<file path="src/rtl/fetch_sequencer.sv">
// Instruction fetch controller: owns the fetch PC, buffers ROM words with their PCs
// in a small FIFO and hands them to decode. Halt detection is enabled by FETCH_HALT_DETECT_EN.
module fetch_sequencer #(
  parameter int unsigned N      = 64,
  parameter int unsigned INSN_W = 32,
  parameter int unsigned ADDR_W = 6,
  parameter int unsigned DEPTH  = 2
) (
  input  logic              clk,
  input  logic              reset,
  output logic [ADDR_W-1:0] imem_addr,
  input  logic [INSN_W-1:0] imem_q,
  input  logic              redirect_valid,
  input  logic [N-1:0]      redirect_pc,
  output logic              out_valid,
  input  logic              out_ready,
  output logic [INSN_W-1:0] out_insn,
  output logic [N-1:0]      out_pc,
  output logic              halted
);

  localparam int unsigned PTR_W = (DEPTH > 2) ? $clog2(DEPTH) : 1;
  localparam int unsigned CNT_W = PTR_W + 1;

  logic [N-1:0]      fetch_pc;
  logic [N-1:0]      fetch_pc_nxt;
  logic [CNT_W-1:0]  count;
  logic [CNT_W-1:0]  count_nxt;
  logic [CNT_W-1:0]  remain;
  logic [PTR_W-1:0]  head;
  logic [PTR_W-1:0]  head_nxt;
  logic [PTR_W-1:0]  tail;
  logic [PTR_W-1:0]  tail_nxt;
  logic [N-1:0]      mem_pc   [DEPTH];
  logic [INSN_W-1:0] mem_insn [DEPTH];
  logic              pop;
  logic              push;
  logic              fetch_en;
  logic              out_valid_nxt;
  logic [INSN_W-1:0] out_insn_nxt;
  logic [N-1:0]      out_pc_nxt;

  assign imem_addr = fetch_pc[ADDR_W+1:2];

`ifdef FETCH_HALT_DETECT_EN
  logic stop;
  logic stop_nxt;
  logic halted_nxt;
  logic is_halt;

  // CBZ with zero offset: a branch to itself, nothing useful lies beyond it
  assign is_halt  = (imem_q[31:24] == 8'hB4) && (imem_q[23:5] == 19'd0);
  assign fetch_en = !stop;

  always_comb begin
    stop_nxt   = stop;
    halted_nxt = halted;
    if (redirect_valid) begin
      stop_nxt   = 1'b0;
      halted_nxt = 1'b0;
    end else begin
      halted_nxt = stop && (count == '0);
      if (push && is_halt) stop_nxt = 1'b1;
    end
  end

  always_ff @(posedge clk or posedge reset) begin
    if (reset) begin
      stop   <= 1'b0;
      halted <= 1'b0;
    end else begin
      stop   <= stop_nxt;
      halted <= halted_nxt;
    end
  end
`else
  assign fetch_en = 1'b1;
  assign halted   = 1'b0;
`endif

  // FIFO bookkeeping and next head; the output registers mirror the post-edge head
  always_comb begin
    pop           = out_valid && out_ready;
    push          = !redirect_valid && fetch_en && ((count < CNT_W'(DEPTH)) || pop);
    remain        = pop ? count - CNT_W'(1) : count;
    head_nxt      = pop ? head + PTR_W'(1) : head;
    tail_nxt      = push ? tail + PTR_W'(1) : tail;
    count_nxt     = push ? remain + CNT_W'(1) : remain;
    fetch_pc_nxt  = push ? fetch_pc + N'(4) : fetch_pc;
    out_valid_nxt = (count_nxt != '0);
    out_insn_nxt  = out_insn;
    out_pc_nxt    = out_pc;
    if (redirect_valid) begin
      head_nxt      = '0;
      tail_nxt      = '0;
      count_nxt     = '0;
      out_valid_nxt = 1'b0;
      fetch_pc_nxt  = redirect_pc & ~N'(3);
    end else if (remain != '0) begin
      out_insn_nxt = mem_insn[head_nxt];
      out_pc_nxt   = mem_pc[head_nxt];
    end else if (push) begin
      out_insn_nxt = imem_q;
      out_pc_nxt   = fetch_pc;
    end
  end

  always_ff @(posedge clk or posedge reset) begin
    if (reset) begin
      fetch_pc  <= '0;
      count     <= '0;
      head      <= '0;
      tail      <= '0;
      out_valid <= 1'b0;
      out_insn  <= '0;
      out_pc    <= '0;
    end else begin
      fetch_pc  <= fetch_pc_nxt;
      count     <= count_nxt;
      head      <= head_nxt;
      tail      <= tail_nxt;
      out_valid <= out_valid_nxt;
      out_insn  <= out_insn_nxt;
      out_pc    <= out_pc_nxt;
    end
  end

  // Entry storage needs no reset: count gates every read
  always_ff @(posedge clk) begin
    if (push) begin
      mem_pc[tail]   <= fetch_pc;
      mem_insn[tail] <= imem_q;
    end
  end

endmodule
</file>
<file path="config.mk">
export PLATFORM = sky130hd
export DESIGN_NAME = fetch_sequencer
export DESIGN_NICKNAME = d
export VERILOG_FILES = /design/src/rtl/fetch_sequencer.sv
export SDC_FILE = /design/constraint.sdc
export NUM_CORES = 1
export LEC_CHECK = 0
export BUFFER_PORTS_ARGS = -buffer_cell sky130_fd_sc_hd__clkbuf_2
export CORE_MARGIN = 2
export CORE_UTILIZATION = 45
export CTS_BUF_LIST = sky130_fd_sc_hd__clkbuf_8
export DETAILED_ROUTE_END_ITERATION = 12
export PLACE_DENSITY = 0.67
export SLEW_MARGIN = 40
export SYNTH_ARGS = -nofsm -noshare
export SYNTH_HDL_FRONTEND = slang
export SYNTH_SLANG_ARGS = --single-unit
</file>
<file path="constraint.sdc">
create_clock -name clk -period 5 [get_ports clk]
set_input_delay 1 -clock clk [delete_from_list [all_inputs] [get_ports clk]]
set_output_delay 1 -clock clk [all_outputs]
set_load 0.02 [all_outputs]
</file>
# [Yosys cells after proc, flatten, opt, wreduce, memory -nomap -nowiden]
# Memory sizes are Yosys's and may differ from the RTL's.
# Index checks and enable logic that the tools add are counted.
[totals] ff_bits=165 ram_bits=192 input_bits=100 output_inout_bits=104 elab_cells=41 mem_count=2
[mem_list] name="mem_pc" depth=2 width=64 rd=1 rd_ports_with_merged_regs=0 write_ports=1 line="34" text="logic [N-1:0] mem_pc [DEPTH];"
[mem_list] name="mem_insn" depth=2 width=32 rd=1 rd_ports_with_merged_regs=0 write_ports=1 line="35" text="logic [INSN_W-1:0] mem_insn [DEPTH];"
[classes] add_sub_neg=5 magnitude_cmp=1 mux=16 n_bitwise=1 n_reduce_logical=9
[ops] op="two-way mux 64 bit" count=4
[ops] op="adder 64 x 3 -> 64 bit (second input constant)" count=1
[ops] op="two-way mux 32 bit" count=2
[ops] op="nonzero test 2 bit" count=4
[ops] op="two-way mux 1 bit" count=7
[ops] op="two-way mux 2 bit" count=3
[ops] op="adder 1 bit (second input constant)" count=2
[ops] op="adder 2 x 1 -> 2 bit (second input constant)" count=1
[ops] op="logical AND 1 bit" count=2
[ops] op="less-than comparator 2 bit (second input constant)" count=1
[ops] op="AND reduction 2 bit" count=1
[ops] op="subtractor 2 x 1 -> 2 bit (second input constant)" count=1
[ops] op="logical NOT 1 bit" count=1
[ops] op="logical OR 1 bit" count=1
[ops] op="inverter 1 bit" count=1

# [Logic depth before layout (Yosys ltp)]
[logic_depth] depth_word=6 depth_mapped=11

# [Worst setup path after synthesis]
# Ideal clock, no wire load.
[synth_path] path_kind="input to register" startpoint="in out_ready" endpoint="mem mem_insn[0][0] (enable)" setup_ns=0.548 t_arrival_ns=5.471 required_time_ns=4.452 slack_ns=-1.019 cell_stages=5 path_buffers=2 cell_sequence="a21bo_2 > clkbuf_8 > nand2_1 > clkbuf_1 > nor2_1"
[synth_between] elab_chain_cells=5
[synth_rtl] element="start: declaration" line="16" text="input logic out_ready,"
[synth_rtl] element="logical AND 1 bit" line="83" text="pop = out_valid && out_ready;"
[synth_rtl] element="logical OR 1 bit" line="84" text="push = !redirect_valid && fetch_en && ((count < CNT_W'(DEPTH)) || pop);"
[synth_rtl] element="logical AND 1 bit" line="84"
[synth_rtl] element="two-way mux 1 bit" line="130" text="if (push) begin"
[synth_rtl] element="two-way mux 1 bit (implied by the code)" line="132" text="mem_insn[tail] <= imem_q;"
[synth_rtl] element="end: declaration" line="35"
# Every way passes these cells.

# [Final worst setup path]
[layout_path] startpoint="in out_ready" endpoint="reg fetch_pc[48]"
[layout_between] elab_chain_cells=4
[layout_rtl] element="logical AND 1 bit" line="83"
[layout_rtl] element="logical OR 1 bit" line="84"
[layout_rtl] element="logical AND 1 bit" line="84"
[layout_rtl] element="nonzero test 2 bit (no line)"
[layout_rtl] element="end signal: assignment" line="118" text="fetch_pc <= fetch_pc_nxt;"
[layout_rtl] element="end: declaration" line="25" text="logic [N-1:0] fetch_pc;"
# Every way passes these cells.
# A chain may end at the register's enable or synchronous reset.

==> run_results.csv <==
group,metric,value,unit
die,die_h,187,um
global_routing,grt_pass1_vias,10900,
timing,fmax,327,MHz
critical_path,path_cells,"clkbuf_2, a21bo_2, buf_4, and3_1, nand4_1, or4_1, nand3_1",
detailed_routing,drt_iter0_drc,832,
clocking,clock-sinks,349,
clocking,cts_buffers,56,
critical_path,worstSetupPathType,"in2reg",
min_path,hold_path_depth,2,
critical_path,slowest_delay,0.68,ns
final_layout,syn_to_final_growth,18.0,%
critical_path,startpoint,"out_ready",
critical_path,path_delay_family,"simple AND/OR/NAND/NOR gates",
die,core,0.0334,sq mm
clocking,cts.htree.levels,2,
placed_design,pre_cts_ws,1.40,ns
power,power.total,10.6,mW
global_routing,grt_first_pass_wirelength,62.3,mm
synth,avgSynthCellArea,12.5,sq um
die,num_io_pins,204,
global_routing,top_usage_layer,"met2",
placed_design,gp_congestion,0.791,
synth,synth.ff_latch_count,349,
outcome,outcome,"completed",
clocking,cts-root-buf,"clkbuf_8",
critical_path,r2r_slack,2.01,ns
run,max_cap_viol_count,0,
timing,holdWs,0.488,ns
min_path,hp-class,"reg2reg",
synth,synth_cell_types,61,
die,die_area,0.0351,sq mm
placed_design,postPlaceCellArea,0.0167,sq mm
critical_path,worstPathArrival,3.58,ns
timing,setup_viol,0,
timing,hold_viol_final,0,
critical_path,reg2reg_depth,6,
timing,fin_crit_sh,61.1,%
critical_path,worst_r2r_endpoint,"fetch_pc[48]",
final_layout,final_layout_size_suffix_gt1_share,23.1,%
global_routing,met3_usage,3.86,%
placed_design,dpl.hpwl,24.6,mm
critical_path,cp-start-kind,"input port",
detailed_routing,dr.pass1.iters,7,
critical_path,crit_cells,7,
clocking,insertion_delay,0.60,ns
global_routing,antenna_found_initial,2,
power,irDropWorstVdd,435,uV
critical_path,slowest_stage,"or4_1",
die,die_x,187,um
final_layout,nets,1507,
timing,tns,0,ns
critical_path,cp-endpoint,"fetch_pc[48]",
timing,worstMarginPinSlew,0.726,ns
detailed_routing,wirelength,39.7,mm
timing,relSlewSlack,51.5,%
synth,synth-edff-count,188,
detailed_routing,ant_nets,0,
clocking,clk_pin_slew,0.06,ns
synth,ys_seq_area_share,63.9,%
synth,async_flop_share,46.1,%
clocking,cts_hold_buf,0,
synth,syn_area,0.0151,sq mm
timing,drv_slew,0,
critical_path,cp_num_buf_inv,2,
detailed_routing,drcViolationCount,0,
detailed_routing,vias,10900,
global_routing,grt_start_max_net_pins,93,
die,fp-row-count,67,
timing,fin_ws,1.94,ns
clocking,cts_resized,0,
power,power_density,593,mW/mm^2
synth,synthFlopType,"edfxtp_1",
timing,rsz0062_at_grt,"no",
global_routing,use_met2,35.3,%
critical_path,timing.rr.start,"count[1]",
critical_path,end_kind,"register",
global_routing,grt.total_usage,22.5,%
synth,synthCells,1215,
power,leakagePower,7.22,nW
clocking,cts_buffer_depth,3,
critical_path,crit_fanout,21,
clocking,cts_tree,"done",
synth,yosysWarnings,0,
global_routing,grt_overflow_total,0,
detailed_routing,drt-vias-per-instance,5.75,
final_layout,fin_area,0.0179,sq mm
detailed_routing,wire_per_inst,20.9,um
placed_design,placement.io_buffers,198,
critical_path,cp.required,5.53,ns
die,initial_utilization,45.4,%
global_routing,use_met1,31.6,%
timing,fin_worst_skew,0.0173,ns
timing,min_period,3.06,ns
clocking,cts_setup_buffers,0,
## power by group
part	internal [mW]	switching [mW]	leakage, nW
clock network	1.41	1.14	0.666
logic	1.37	2.38	2.96
registers	3.82	0.472	3.59
total	6.60	3.99	7.22
## cell type report
cell class	instances	area, sq um
Antenna cell	2	5.00
Clock buffer	66	908
Clock inverter	39	269
Fill cell	2909	15500
Inverter	9	37.5
Multi-Input combinational cell	765	5070
Sequential cell	349	9670
Tap cell	448	561
Timing Repair Buffer	224	1340
## per-stage QoR
stage                     util (%)  instances
after global placement        49.7       1791
after floorplan                  -       1217
final                         53.5       1902
after detailed placement      50.0       1794
after global routing          53.5       1902
after CTS                     53.5       1899
## cells by family after synthesis
logic type | share of synthesized area, %
compound gates | 12.2
flops | 63.9
xor+xnor | 2.31
mux | 6.71
fa+ha+maj | 0.165
other cells | 0.0248
buf+inv | 3.07
simple gates | 11.6
## tightest hold or removal path, delay by kind of cell, from the launching register on
family	cells	cell delay, ns
flops	1	0.34
compound gates	1	0.06
simple gates	1	0.05
## synthesized netlist by cell type, types with 4 or more instances
master / instances / area [sq um]
nand4_1: 36 / 225
o22ai_1: 39 / 244
and3_1: 9 / 56.3
or4_1: 8 / 60.1
and4_1: 7 / 61.3
a221oi_1: 39 / 342
mux2_2: 4 / 45.0
or3_2: 5 / 37.5
a31oi_1: 13 / 81.3
inv_1: 8 / 30.0
nor2b_1: 6 / 37.5
nor4_1: 13 / 81.3
edfxtp_1: 188 / 5650
buf_2: 5 / 25.0
o21ai_0: 70 / 350
a22o_1: 19 / 166
clkbuf_1: 65 / 244
nand3_1: 40 / 200
o22a_1: 35 / 307
mux2i_1: 97 / 971
xor2_1: 20 / 175
a21oi_1: 42 / 210
buf_1: 9 / 33.8
xnor2_1: 20 / 175
buf_4: 9 / 67.6
or3_1: 8 / 50.1
nor2_1: 78 / 293
nor3_1: 40 / 200
dfrtp_1: 161 / 4030
nand2_1: 78 / 293
## registers in the layout (all words and copies together) (netlist names)
signal / cells
mem_pc: 124
mem_insn: 64
head: 1
fetch_pc: 62
out_valid: 1
out_insn: 32
tail: 1
count: 2
out_pc: 62
## layout by cell type (no fill, tap or decap), types with 5 or more instances in the layout
master and count:
xor2_1 19, buf_4 15, o22a_1 35, and4_1 7
nor2_1 75, o22ai_1 39, a21oi_1 41, a221oi_1 39
nor4_1 13, nor2b_1 6, clkinv_2 8, a31oi_1 13
or3_2 5, nand4_1 36, clkinv_1 8, mux2i_1 97
or4_1 8, xnor2_1 20, and3_1 9, nand3_1 40
buf_12 6, clkbuf_8 66, or3_1 8, edfxtp_1 188
o21ai_0 69, nor3_1 40, a22o_1 19, dfrtp_1 161
nand2_1 78, inv_1 23, clkbuf_2 197
## worst min-delay path by stage
stage / slack (ns) / from / endpoint
6_report: 0.49 / out_pc[4] / out_pc[4]
5_1_grt: 0.52 / out_insn[16] / out_insn[16]
4_1_cts: 0.50 / out_pc[4] / out_pc[4]
3_5_place_dp: 0.48 / out_pc[4] / out_pc[4]
3_3_place_gp: 0.47 / out_pc[4] / out_pc[4]
2_1_floorplan: 0.44 / fetch_pc[18] / mem_pc[0][18]
## layer usage
metal  vias to the layer above  part of all wire, %  wire length [um]
met5                         -                    0                 0
met4                         0                  2.6              1050
met3                        71                  6.0              2380
met2                       361                   47             18800
met1                      5452                   44             17500
li1                       5048                    -                 -
Note: power is estimated with default switching activity, not from simulation.
